[src/rtl/lfsr_stream.sv]
// Fibonacci LFSR noise source: runtime seed load with zero-seed fallback,
// output bits packed MSB-first into OUT_W-bit words on a valid/ready stream.
module lfsr_stream #(
    parameter int               WIDTH = 8,
    parameter logic [WIDTH-1:0] TAPS  = 'hB8,
    parameter logic [WIDTH-1:0] SEED  = 'd1,
    parameter int               OUT_W = 4
) (
    input  logic             clk,
    input  logic             rst,
    input  logic             en,
    input  logic             load,
    input  logic [WIDTH-1:0] seed_in,
    output logic [WIDTH-1:0] state,
    output logic [OUT_W-1:0] out_data,
    output logic             out_valid,
    input  logic             out_ready,
    output logic             wrap,
    output logic             seed_zero
);

    localparam int              CNT_W    = (OUT_W > 1) ? $clog2(OUT_W) : 1;
    localparam logic [CNT_W-1:0] CNT_LAST = CNT_W'(OUT_W - 1);

    logic [WIDTH-1:0] state_q, state_d;
    logic [WIDTH-1:0] seed_q, seed_d;
    logic [OUT_W-1:0] acc_q, acc_d;
    logic [OUT_W-1:0] data_q, data_d;
    logic [CNT_W-1:0] cnt_q, cnt_d;
    logic             valid_q, valid_d;
    logic             wrap_q, wrap_d;
    logic             zero_q, zero_d;

    logic             fb;
    logic             last;
    logic             stall;
    logic             step;
    logic [WIDTH-1:0] next_state;
    logic [WIDTH-1:0] seed_eff;
    logic [OUT_W-1:0] acc_shift;

    always_comb begin
        fb         = ^(state_q & TAPS);
        next_state = {state_q[WIDTH-2:0], fb};
        last       = (cnt_q == CNT_LAST);
        // Only a completed word with nowhere to go blocks the generator.
        stall      = last & valid_q & ~out_ready;
        step       = en & ~load & ~stall;
        // Truncating cast also covers OUT_W=1, where the word is just fb.
        acc_shift  = OUT_W'({acc_q, fb});
        seed_eff   = (seed_in == '0) ? SEED : seed_in;

        state_d = state_q;
        seed_d  = seed_q;
        acc_d   = acc_q;
        data_d  = data_q;
        cnt_d   = cnt_q;
        valid_d = valid_q;
        wrap_d  = 1'b0;
        zero_d  = 1'b0;

        if (load) begin
            seed_d  = seed_eff;
            state_d = seed_eff;
            acc_d   = '0;
            cnt_d   = '0;
            valid_d = 1'b0;
            zero_d  = (seed_in == '0);
        end else begin
            if (valid_q && out_ready) begin
                valid_d = 1'b0;
            end
            if (step) begin
                state_d = next_state;
                wrap_d  = (next_state == seed_q);
                if (last) begin
                    data_d  = acc_shift;
                    valid_d = 1'b1;
                    cnt_d   = '0;
                end else begin
                    acc_d = acc_shift;
                    cnt_d = cnt_q + 1'b1;
                end
            end
        end
    end

    always_ff @(posedge clk) begin
        if (rst) begin
            state_q <= SEED;
            seed_q  <= SEED;
            acc_q   <= '0;
            cnt_q   <= '0;
            data_q  <= '0;
            valid_q <= 1'b0;
            wrap_q  <= 1'b0;
            zero_q  <= 1'b0;
        end else begin
            state_q <= state_d;
            seed_q  <= seed_d;
            acc_q   <= acc_d;
            cnt_q   <= cnt_d;
            data_q  <= data_d;
            valid_q <= valid_d;
            wrap_q  <= wrap_d;
            zero_q  <= zero_d;
        end
    end

    assign state     = state_q;
    assign out_data  = data_q;
    assign out_valid = valid_q;
    assign wrap      = wrap_q;
    assign seed_zero = zero_q;

endmodule

[config.mk]
export PLATFORM = sky130hd
export DESIGN_NAME = lfsr_stream
export DESIGN_NICKNAME = d
export VERILOG_FILES = /design/src/rtl/lfsr_stream.sv
export SDC_FILE = /design/constraint.sdc
export NUM_CORES = 1
export LEC_CHECK = 0
export CAP_MARGIN = 5
export CELL_PAD_IN_SITES_DETAIL_PLACEMENT = 1
export CELL_PAD_IN_SITES_GLOBAL_PLACEMENT = 2
export CORE_MARGIN = 10
export CORE_UTILIZATION = 30
export DETAILED_ROUTE_END_ITERATION = 12
export PLACE_DENSITY_LB_ADDON = 0.3
export SLEW_MARGIN = 5
export SYNTH_ARGS = -nofsm -noshare
export SYNTH_HDL_FRONTEND = slang
export SYNTH_SLANG_ARGS = --single-unit
[constraint.sdc]
create_clock -name clk -period 1.59 [get_ports clk]
set_input_delay 0.318 -clock clk [delete_from_list [all_inputs] [get_ports clk]]
set_output_delay 0.318 -clock clk [all_outputs]
set_load 0.01 [all_outputs]
==> key figures <==
Clock network
  • CTS Sinks: 28
  • CTS tree: yes
  • Hold buffer count at CTS: 0
  • Total CTS buffers: 3
  • Clk pin slew, worst setup/hold paths: 0.10 ns
  • H-tree lvl count: 1
  • Root buf cell: clkbuf_8
  • CTS max path bufs: 2
  • Clk_lat worst skew: around 0.28 ns

Yosys
  • Top-count cell post-synth: dfxtp_1
  • Top post-synthesis cells by count: dfxtp_1 (28), nor2_1 (24), mux2i_1 (21), xnor2_1 (9), a211oi_1 (7)
  • Syn nets: 139
  • Cell taking the most area after synthesis: dfxtp_1
  • Area of the mapped netlist: 1230 sq um
  • Post-synth EDFFs: 0
  • Asr flop ratio synth: 0%
  • Share of the synthesized area in the top cell type: a little under half
  • Ys flop type: dfxtp_1
  • Cells after Synth: around 130
  • Syn avg cell area: between 9 and 10 sq um
  • Yosys Warn Count: 0
  • #FFs+latches synth: 28
  • Synth top area cells: dfxtp_1 (46%), mux2i_1 (17%), nor2_1 (7.3%), xnor2_1 (6.4%), a211oi_1 (4.3%)
  • Synth unique cells: 25
  • Register area share after synthesis: a little under half

STA
  • Max Fclk: between 600 and 700 MHz
  • Slew HR: between 80 and 90%
  • Worst Clk Skew: just under 0.01 ns
  • Final worst path period share: ~96%
  • Setup violators final: 0
  • Worst-Margin Slew: roughly 0.27 ns
  • RSZ-0062 raised after global routing: no
  • Final worst slack: between 0.06 and 0.07 ns
  • Setup TNS Final: 0 ns
  • WHS: just under 0.5 ns
  • Hold Fails Final Rpt: 0
  • Pins over their slew limit: 0
  • Min Clock Period, post-route: 1.52 ns

Finish
  • Fraction of layout cells with a size suffix above 1: about a fifth
  • Area of the multi-input gates: 633 sq um
  • Area grow syn2layout: 44.3%
  • Post-route cell area: around 1800 sq um
  • Final core utilization: between 40% and 50%
  • NumNets Final: approximately 180
  • Filler cell count: 459
  • FF+latch area: between 500 and 600 sq um
  • Fin cells: roughly 220
  • Antenna Cells: 0

Critical path
  • CP Data Required Time: 1.80 ns
  • Critical path type: primary input to flop
  • Crit path DAT: about 1.7 ns
  • CP endpoint kind: flop
  • Startpoint types: primary input
  • Largest fanout on the critical path: 3

Placed design
  • Port bufs: 27
  • Post-Place Setup Slack: -0.265 ns
  • Placed wire-length estimate: 2.68 mm
  • DP Area: roughly 1700 sq um
  • Placed cells: 214
  • Gpl congestion: roughly 0.74

Run status
  • Outcome: completed

Floorplan
  • Die Area: between 7000 and 8000 sq um
  • Chip Height: 84.1 um
  • Initial Util: 30.8%
  • Placeable Area: approximately 4000 sq um
  • Top Ports: 28
  • Rows: 23
  • Die width: between 80 and 90 um

Drt
  • Routed WL: roughly 3.4 mm
  • DR vias/cell: just under 5
  • Vias post-DR: between 1,000 and 1,500
  • DRT iter0 DRCs: 31
  • Post-route ant nets: 0
  • Number of remaining DRC errors: 0
  • Drt wl/cell: 15.5 um
  • 1st-pass router iterations: 3

Hold path
  • Hold WC Path Type: flop to flop

Global route
  • GRT Overall Usage: 10.2%
  • Largest net degree at the start of global routing: 17
  • Initial antenna violation count: 0
  • Total congestion overflow: 0
  • First-pass GRT wire length: 5.89 mm
  • Vias in the first global route: approximately 1,200

Pwr
  • Lkg Pwr: 0.803 nW
  • Peak VDD IR: approximately 300 uV
  • Pwr Density: 914 nW/um^2
  • Tot Pwr: between 1.5 and 2 mW

Run
  • MaxCap Viol Count: 0
==> report_power, final <==
group	leakage, nW	switching (mW)	internal [mW]	total, mW
clock	0.0357	0.234	0.338	0.571
combinational	0.537	0.127	0.158	0.285
sequential	0.231	0.0318	0.736	0.768
==> cell usage in the layout (no fill, tap or decap), types with 2 or more instances in the layout <==
| cell | Yosys | routed |
|---|---|---|
| clkdlybuf4s50_1 | 0 | 21 |
| dfxtp_1 | 28 | 21 |
| xor2_1 | 2 | 2 |
| dfxtp_2 | 0 | 7 |
| nor2b_1 | 2 | 2 |
| xnor2_1 | 9 | 9 |
| mux2i_1 | 21 | 21 |
| buf_4 | 0 | 17 |
| dlymetal6s2s_1 | 0 | 6 |
| a21oi_1 | 4 | 4 |
| clkbuf_8 | 0 | 3 |
| nor3_1 | 3 | 3 |
| nand2_1 | 3 | 3 |
| o21ai_0 | 3 | 3 |
| a211oi_1 | 7 | 7 |
| nand4_1 | 3 | 3 |
| nand2b_1 | 2 | 2 |
| nor2_1 | 24 | 24 |
==> layout make-up <==
type	count	area share [%]
sequential	28	32.0
inverter	2	0.423
clock buffer	3	2.32
clock inverter	1	1.69
multi-input combinational	89	35.6
tap	50	3.52
timing repair buffer	45	24.4
==> registers in the layout (all words and copies together) (netlist names) <==
register   cells
wrap           1
state          8
out_valid      1
out_data       4
seed_zero      1
cnt_q          2
seed_q         8
acc_q          3
==> critical path, cell delays in order <==
cell and delay [ns]:
clkdlybuf4s50_1 0.42, or4_4 0.55, nor4b_4 0.26, nor3_1 0.07, a21oi_1 0.11
==> what timing repair did <==
action | in CTS | in global routing
setup endpoints to repair | 6 | 9
buffers inserted | 0 | 0
resized for setup | 6 | 8
pin swaps | 0 | 1
==> metal layers <==
| metal | wire length, um | vias to the layer above | GRT usage, % | share of wire [%] |
|---|---|---|---|---|
| met2 | 1560 | 25 | 16.5 | 46 |
| met4 | 68 | 0 | 5.02 | 2.0 |
| met3 | 210 | 5 | 3.71 | 6.2 |
| met1 | 1540 | 502 | 11.5 | 46 |
| met5 | 0 | - | 0 | 0 |
| li1 | - | 516 | - | - |
==> kinds of logic after synthesis <==
group,synth area share [%]
flip-flops,45.5
AND/OR/NAND/NOR,16.9
adder cells (fa/ha/maj),1.02
XOR/XNOR,7.83
multiplexers,17.1
buffers and inverters,3.25
AO/OA/AOI/OAI,8.43
==> path summary, 6_finish.rpt <==
path / cells after the start / startpoint / slack (ns) / end
worst max-delay path: 5 / seed_in[1] / 0.07 / state[0]$_SDFFE_PP1P_
worst min-delay path: 2 / acc_q[1]$_SDFFE_PP0P_ / 0.48 / acc_q[2]$_SDFFE_PP0P_
worst max register to register: 6 / cnt_q[0]$_SDFFE_PP0N_ / 0.17 / state[4]$_SDFFE_PP0P_
worst min register to register: 2 / acc_q[1]$_SDFFE_PP0P_ / 0.48 / acc_q[2]$_SDFFE_PP0P_
Note: power is estimated with default switching activity, not from simulation.
==> variant (same flow settings) <==
Make the reset (`rst`) asynchronous in one clocked block.
--- a/src/rtl/lfsr_stream.sv
+++ b/src/rtl/lfsr_stream.sv
@@ -86,5 +86,5 @@
     end
 
-    always_ff @(posedge clk) begin
+    always_ff @(posedge clk or posedge rst) begin
         if (rst) begin
             state_q <= SEED;
Formal check against the unedited RTL: differs if rst is asserted again (counterexample within 4 cycles, from zero or initial values and one cycle with rst high); with rst held inactive, the same outputs for 10 cycles.
==> variant against the original RTL <==
Sequential cell count is the same; count of clock-buffer cells in the layout is the same; synthesized area grew 6.0%; routed wire length shrank 5.8%; critical endpoint is now state[6]; highest routed layer unchanged; total power grew 12%; design area grew 3.4%; die area grew 4.6%; non-clock buffer count grew 1; worst setup slack gained 9.1 ps; largest cell class is now flip-flops and latches; utilization grew 0.22 points.
==> variant: results (changes against the original RTL) <==
[layout]
layout-drive-gt1-share_pct = 25.8  ; +5.0 points
nNonClkBuffers = 46  ; +2.2%
clk_share_pct = 3.88  ; -0.13 points
final_util_pct = 44.6  ; +0.22 points
final_cells = 201  ; -7.8%
nMultiInputCombCells = 64  ; -28%
layout.nonclk_buf_share_pct = 22.4  ; -2.0 points
multiInputGateArea_sq_um = 552  ; -13%

[sta]
skew_ps = 10.1  ; +0.459 ps
tightest_slew_ps = 372  ; +97.9 ps

[pwr]
combPwrFrac_pct = 22.6  ; +5.1 points
p_sw_uw = 467  ; +19%
power_leakage_nw = 0.838  ; +4.3%
peakVddDrop_mv = 0.513  ; +69%

[die]
core_sq_um = 4120  ; +2.9%

[yosys]
synth_fp_nets = 119  ; -14%
ys_async_sr_fraction_pct = 100  ; +100 points
synth.distinct_cells = 32  ; +28%
syn_avg_cell_area_sq_um = 12.4  ; +26%
ys_top_cells_by_count = 26 x dfrtp_1, 9 x inv_1, 7 x a222oi_1, 7 x mux2_1, 7 x nand2_1
yosys-top-cells-area = dfrtp_1 50%, mux2_1 6.0%, a222oi_1 5.4%, dfstp_2 4.0%, xnor2_1 4.0%

[global_routing]
grt_use_met1_pct = 10.2  ; -1.3 points
grt_pass1_wl_mm = 5.36  ; -8.9%
gr-usage-all-layers_pct = 8.96  ; -1.2 points
grtUsageMet2_pct = 14.2  ; -2.3 points

[placed_design]
post-place-cells = 192  ; -10%
dp_slack_ps = -199  ; +65.8 ps
dpl-instance-area_sq_um = 1710  ; +2.1%
place.detailed.hpwl_mm = 2.34  ; -12%

[routing]
dr.pass1.iters = 4  ; +1
vias = 971  ; -7.3%
routedWlPerCell_microns = 15.9  ; +2.1%
drtIter0Drc = 48  ; +55%
met1Wirelength_mm = 1.33  ; -14%

[setup_path]
crit_path_top_delay_cell = clkdlybuf4s50_1
cp_max_fo = 2  ; -1
arrival_ps = 1200  ; -530 ps
critical_path.top_delay_family = buffers and inverters

[clocking]
cts-resized-gates = 5  ; -1
post-cts-setup-buffers = 4  ; +4

[min_path]
holdCritPathClass = input pin to asynchronous set/reset pin

[run_status]
outcome = completed

==> variant: through the flow <==
step / total power, mW / TNS [ps]
4_1_cts: 1.84 / 0
5_1_grt: 1.92 / 0
3_3_place_gp: 1.25 / -1260
3_5_place_dp: 1.26 / -1800
2_1_floorplan: 1.06 / 0
6_report: 1.82 / 0
==> variant: logic make-up after synthesis <==
family | Yosys count | synth area share [%]
flops | 28 | 53.9
simple gates | 23 | 10.6
compound gates | 18 | 11.4
buf+inv | 13 | 4.79
xor+xnor | 11 | 7.96
mux | 11 | 10.4
fa+ha+maj | 1 | 0.959
==> variant: path summary, 6_finish.rpt <==
kind,from,end,slack (ps),depth (start not counted)
max in group asynchronous,rst,state[0],880,3
min reg2reg,seed_q[0],seed_q[0],480,2
max,state[6],state[6],70,1
min in group clk,seed_q[0],seed_q[0],480,2
max reg2reg,cnt_q[0],state[0],110,4
min,rst,seed_q[7],400,3
